==> config.mk <==
export PLATFORM = sky130hd
export DESIGN_NAME = ras_stack
export DESIGN_NICKNAME = d
export VERILOG_FILES = /design/src/rtl/ras_stack.sv
export SDC_FILE = /design/constraint.sdc
export NUM_CORES = 1
export LEC_CHECK = 0
export ABC_CLOCK_PERIOD_IN_PS = 4200
export BUFFER_PORTS_ARGS = -buffer_cell sky130_fd_sc_hd__buf_2
export CORE_AREA = 3 3 190 192
export CTS_CLUSTER_SIZE = 40
export DETAILED_ROUTE_END_ITERATION = 6
export DIE_AREA = 0 0 193 195
export HOLD_SLACK_MARGIN = 0.15
export SYNTH_ARGS = -nofsm -noshare
export SYNTH_HDL_FRONTEND = slang
export SYNTH_SLANG_ARGS = --single-unit
==> constraint.sdc <==
create_clock -name CLK -period 4.2 [get_ports CLK]
set_input_delay 0.21 -clock CLK [delete_from_list [all_inputs] [get_ports CLK]]
set_output_delay 0.21 -clock CLK [all_outputs]
set_load 0.01 [all_outputs]
==> src/rtl/ras_stack.sv <==
// ras_stack: return-address stack for call/return prediction.
//
// A circular array of return addresses with a top pointer and an occupancy
// counter. Pushing onto a full stack overwrites the oldest entry. A restore
// reloads the pointer and counter from a checkpoint and leaves the array
// contents alone.
//
// Configuration macro: RAS_EMPTY_POP_GUARD_EN
//   defined   : a pop on an empty stack forces ras_ret_address to 0 in that
//               cycle and leaves the pointer where it is.
//   undefined : a pop on an empty stack returns the stale top entry and
//               moves the pointer down with wrap; the count stays at 0.
//
// Ports:
//   CLK             in   clock, rising edge
//   nRST            in   asynchronous active-low reset
//   push_valid      in   a call was predicted this cycle
//   push_address    in   return address to push
//   pop_valid       in   a return was predicted this cycle
//   restore_valid   in   reload pointer/count from a checkpoint (highest priority)
//   restore_index   in   checkpointed top pointer
//   restore_count   in   checkpointed occupancy (clamped to RAS_ENTRIES)
//   ras_ret_address out  current top-of-stack entry (combinational read)
//   ras_index       out  current top pointer
//   ras_count       out  current occupancy, 0..RAS_ENTRIES
//   ras_empty       out  occupancy is zero
module ras_stack #(
    parameter int RAS_ENTRIES      = 8,
    parameter int RAS_INDEX_WIDTH  = $clog2(RAS_ENTRIES),
    parameter int RAS_TARGET_WIDTH = 31
) (
    input  logic                        CLK,
    input  logic                        nRST,
    input  logic                        push_valid,
    input  logic [RAS_TARGET_WIDTH-1:0] push_address,
    input  logic                        pop_valid,
    input  logic                        restore_valid,
    input  logic [RAS_INDEX_WIDTH-1:0]  restore_index,
    input  logic [RAS_INDEX_WIDTH:0]    restore_count,
    output logic [RAS_TARGET_WIDTH-1:0] ras_ret_address,
    output logic [RAS_INDEX_WIDTH-1:0]  ras_index,
    output logic [RAS_INDEX_WIDTH:0]    ras_count,
    output logic                        ras_empty
);

    localparam logic [RAS_INDEX_WIDTH:0]   COUNT_FULL = (RAS_INDEX_WIDTH+1)'(RAS_ENTRIES);
    localparam logic [RAS_INDEX_WIDTH:0]   COUNT_ONE  = 1;
    localparam logic [RAS_INDEX_WIDTH:0]   COUNT_ZERO = '0;
    localparam logic [RAS_INDEX_WIDTH-1:0] PTR_ONE    = 1;

    logic [RAS_TARGET_WIDTH-1:0] stack_q [RAS_ENTRIES];
    logic [RAS_TARGET_WIDTH-1:0] stack_d [RAS_ENTRIES];
    logic [RAS_INDEX_WIDTH-1:0]  ptr_q;
    logic [RAS_INDEX_WIDTH-1:0]  ptr_d;
    logic [RAS_INDEX_WIDTH:0]    count_q;
    logic [RAS_INDEX_WIDTH:0]    count_d;

    logic [RAS_INDEX_WIDTH-1:0]  ptr_inc;
    logic [RAS_INDEX_WIDTH-1:0]  ptr_dec;

    // Pointer width equals log2(depth), so plain binary add/sub wraps
    // modulo RAS_ENTRIES.
    assign ptr_inc = ptr_q + PTR_ONE;
    assign ptr_dec = ptr_q - PTR_ONE;

    always_comb begin
        stack_d = stack_q;
        ptr_d   = ptr_q;
        count_d = count_q;

        if (restore_valid) begin
            ptr_d   = restore_index;
            count_d = (restore_count > COUNT_FULL) ? COUNT_FULL : restore_count;
        end else if (push_valid && pop_valid) begin
            // Return immediately followed by a call: replace the top in place.
            stack_d[ptr_q] = push_address;
            count_d        = (count_q == COUNT_ZERO) ? COUNT_ONE : count_q;
        end else if (push_valid) begin
            // When full, ptr_inc lands on the oldest entry and overwrites it.
            stack_d[ptr_inc] = push_address;
            ptr_d            = ptr_inc;
            count_d          = (count_q == COUNT_FULL) ? count_q : count_q + COUNT_ONE;
        end else if (pop_valid) begin
            if (count_q != COUNT_ZERO) begin
                ptr_d   = ptr_dec;
                count_d = count_q - COUNT_ONE;
            end else begin
`ifdef RAS_EMPTY_POP_GUARD_EN
                ptr_d   = ptr_q;
`else
                ptr_d   = ptr_dec;
`endif
                count_d = COUNT_ZERO;
            end
        end
    end

    always_ff @(posedge CLK or negedge nRST) begin
        if (!nRST) begin
            for (int i = 0; i < RAS_ENTRIES; i++) begin
                stack_q[i] <= '0;
            end
            ptr_q   <= '0;
            count_q <= '0;
        end else begin
            stack_q <= stack_d;
            ptr_q   <= ptr_d;
            count_q <= count_d;
        end
    end

`ifdef RAS_EMPTY_POP_GUARD_EN
    logic empty_pop;

    // Only a pure pop counts; restore or a paired push make the pop harmless.
    assign empty_pop       = pop_valid && !push_valid && !restore_valid &&
                             (count_q == COUNT_ZERO);
    assign ras_ret_address = empty_pop ? '0 : stack_q[ptr_q];
`else
    assign ras_ret_address = stack_q[ptr_q];
`endif

    assign ras_index = ptr_q;
    assign ras_count = count_q;
    assign ras_empty = (count_q == COUNT_ZERO);

endmodule

==> impl_metrics.ini <==
[sta]
fmax_mhz = 296
finalSetupTns_ns = 0
finalClockSkew_ns = 0.00755
finalSetupViolations = 0
finalCritPeriodShare_pct = 80.5
fin_ws_ns = 0.818
slew_violations = 0
fin_crit_ns = 3.38
hold_viol = 0
worst_pin_slew_ns = 1.12
relSlewSlack_pct = 25.3
rsz0062_at_grt = false

[grt]
gr-total-overflow = 0
grt_pass1_wl_mm = 49.0
antenna_found_initial = 3
grt_use_total_pct = 16.6
grt_pass1_vias = 8130
grt_max_degree = 100

[power]
vdd_drop_max_v = 0.000339
seqPwrFrac_pct = 44.8
p_int_mw = 6.34
pwr-share-comb_pct = 28.2
p_sw_share_pct = 28.0
clkPwrFrac_pct = 26.9
power_switching_mw = 2.46
p_per_area_nw_per_um2 = 616
p_leak_nw = 6.33

[setup_path]
crit_fanout = 22
max_stage_delay_ns = 0.79
startpoint_type = flip-flop
slowest_stage = nor2b_1
arrival_ns = 3.17
cp-end-kind = output port
path_cells = buf_4 > nor2b_1 > a221oi_1 > o22ai_1 > buf_2
critical_path_class = flip-flop to output port
path_buf_inv = 2
required_ns = 3.99
path_delay_family = simple AND/OR/NAND/NOR gates

[yosys]
synth.top_cells.by_area = dfrtp_1 (53%), mux2_2 (19%), mux2_4 (7.4%)
synth_cell_type_count = 46
synth_ff_type = dfrtp_1
synth_nets = 897
seq_area_frac_synth_pct = 52.7
synth_commonest_cells = dfrtp_1 (255), mux2_2 (206), mux2_4 (60), nand2_1 (54)
synth.top_cell.area_share_pct = 52.7
synthCells = 850
avgSynthCellArea_um2 = 14.2
synth.most_common_cell = dfrtp_1
synth_edf_count = 0
yosys_warnings = 0
synth_top_area_cell = dfrtp_1
syn-cell-area_um2 = 12100
ys_async_sr_fraction_pct = 100
ys_ff_latch = 255

[clock_tree]
cts-root-buf = clkbuf_16
cts_tree = yes
cts_buffer_depth = 3
htreeDepth = 1
cts_setup_buffers = 0
clk_latency_ns = 0.53
clkSlewWorstSetupHoldPaths_ns = 0.06
cts_buffers = 27
cts_sinks = 255

[routing]
firstDrtPassIters = 5
num_vias = 7620
finalWirelength_mm = 31.0
wl_per_cell_um = 21.5
drt_first_iter_violations = 398
via_per_inst = 5.29
ant_nets = 0
drc_errors = 0

[final_layout]
nets = 1015
nFillCells = 3256
n_antenna_cell = 0
syn2layout_area_growth_pct = 18.2
drive_gt1_share_pct = 45.1

[job]
cap_violations = 0

[die]
initial_utilization_pct = 35.0
rows = 68
dieArea_um2 = 37600
dieHeight_um = 195
coreArea_um2 = 34500
die-width_um = 193
pin_count = 82

[place]
dp_slack_ns = 1.17
port_buffers = 81
place_congestion = 0.767
place_hpwl_mm = 18.6

[worst_hold_path]
hp-class = input pin to flip-flop

[run_status]
status = finished, final reports clean
-- per-stage QoR --
step | util, % | instances | hold slack, ns | total power, mW | cell area (µm²)
after floorplan | - | 850 | -0.0856 | 5.69 | 12100
after global placement | 37.5 | 1347 | 0.303 | 6.37 | 13000
after detailed placement | 37.5 | 1347 | 0.308 | 6.45 | 13000
after CTS | 41.4 | 1440 | 0.159 | 8.90 | 14300
after global routing | 41.4 | 1440 | 0.222 | 9.33 | 14300
final | 41.4 | 1440 | 0.178 | 8.81 | 14300
-- layout make-up --
cell class,count,area [µm²],area share (%)
clock buffers,42,802,5.61
multi-input cells,526,5340,37.3
clock inverters,4,73.8,0.516
repair buffers,151,1110,7.75
well taps,455,569,3.98
flip-flops and latches,255,6390,44.7
inverters,7,26.3,0.184
-- sequential cells by signal, summed over array words and instances (netlist names) --
register and cells:
ras_count 4, ras_index 3, stack_q 248
-- routing by layer --
layer | track usage, % | up-vias | wire, µm
met1 | 24.4 | 4027 | 14700
met2 | 26.2 | 154 | 14400
met3 | 2.50 | 35 | 1370
met4 | 3.32 | 4 | 479
met5 | 0 | - | 27
li1 | - | 3400 | -
-- what timing repair did --
item,in CTS,in global routing
hold endpoints to repair,351,0
hold buffers,47,0
gates resized for setup,0,0
-- worst paths after layout --
path | to | cells after the start | start | slack (ns)
hold reg to reg | stack_q[40] | 1 | stack_q[40] | 0.50
setup reg to reg | stack_q[20] | 6 | ras_index[0] | 1.17
min in group asynchronous | stack_q[59] | 2 | nRST | 0.28
setup / recovery | ras_ret_address[21] | 5 | ras_index[2] | 0.82
max in group asynchronous | ras_index[0] | 3 | nRST | 2.80
hold / removal | ras_count[0] | 3 | restore_valid | 0.18
-- worst register-to-register path, stage by stage, from the launching register on --
cell,delay [ns]
dfrtp_4,0.66
inv_1,0.12
ha_1,0.43
nand3_1,0.13
a221o_2,0.82
buf_4,0.42
mux2_4,0.32
-- placed cells by master (no fill, tap or decap), types with 5 or more instances in the layout --
| cell type | Yosys | final |
|---|---|---|
| o22a_1 | 7 | 7 |
| o21ai_0 | 12 | 12 |
| mux4_2 | 22 | 22 |
| buf_4 | 6 | 19 |
| nand2b_1 | 5 | 5 |
| dlygate4sd3_1 | 0 | 47 |
| clkbuf_8 | 0 | 7 |
| clkbuf_16 | 0 | 27 |
| mux2_4 | 60 | 60 |
| nand2_1 | 54 | 54 |
| o221ai_1 | 9 | 9 |
| o22ai_1 | 8 | 8 |
| mux2_2 | 206 | 206 |
| a22oi_1 | 26 | 26 |
| dfrtp_1 | 255 | 252 |
| a221oi_1 | 26 | 26 |
| inv_1 | 5 | 5 |
| clkbuf_1 | 16 | 8 |
| buf_2 | 26 | 80 |
| nor2_1 | 10 | 10 |
| nand3_1 | 9 | 6 |
| nor2b_1 | 9 | 9 |
| mux2i_1 | 15 | 15 |
-- logic make-up after synthesis --
kind of cell	count (synthesis)	share of synthesized area, %
AND/OR/NAND/NOR	100	3.80
multiplexers	303	31.9
adder cells (fa/ha/maj)	4	0.414
buffers and inverters	69	3.34
XOR/XNOR	5	0.424
flip-flops	255	52.7
AO/OA/AOI/OAI	114	7.34
-- power groups by stage --
| stage | sequential [mW] | clock (mW) | combinational, mW |
|---|---|---|---|
| finish | 3.95 | 2.37 | 2.48 |
| global route | 4.07 | 2.53 | 2.72 |
| CTS | 3.94 | 2.44 | 2.53 |
| detailed placement | 3.97 | 0 | 2.48 |
| global placement | 3.94 | 0 | 2.43 |
| floorplan | 3.79 | 0 | 1.89 |
Power figures use the tool's default switching activity.
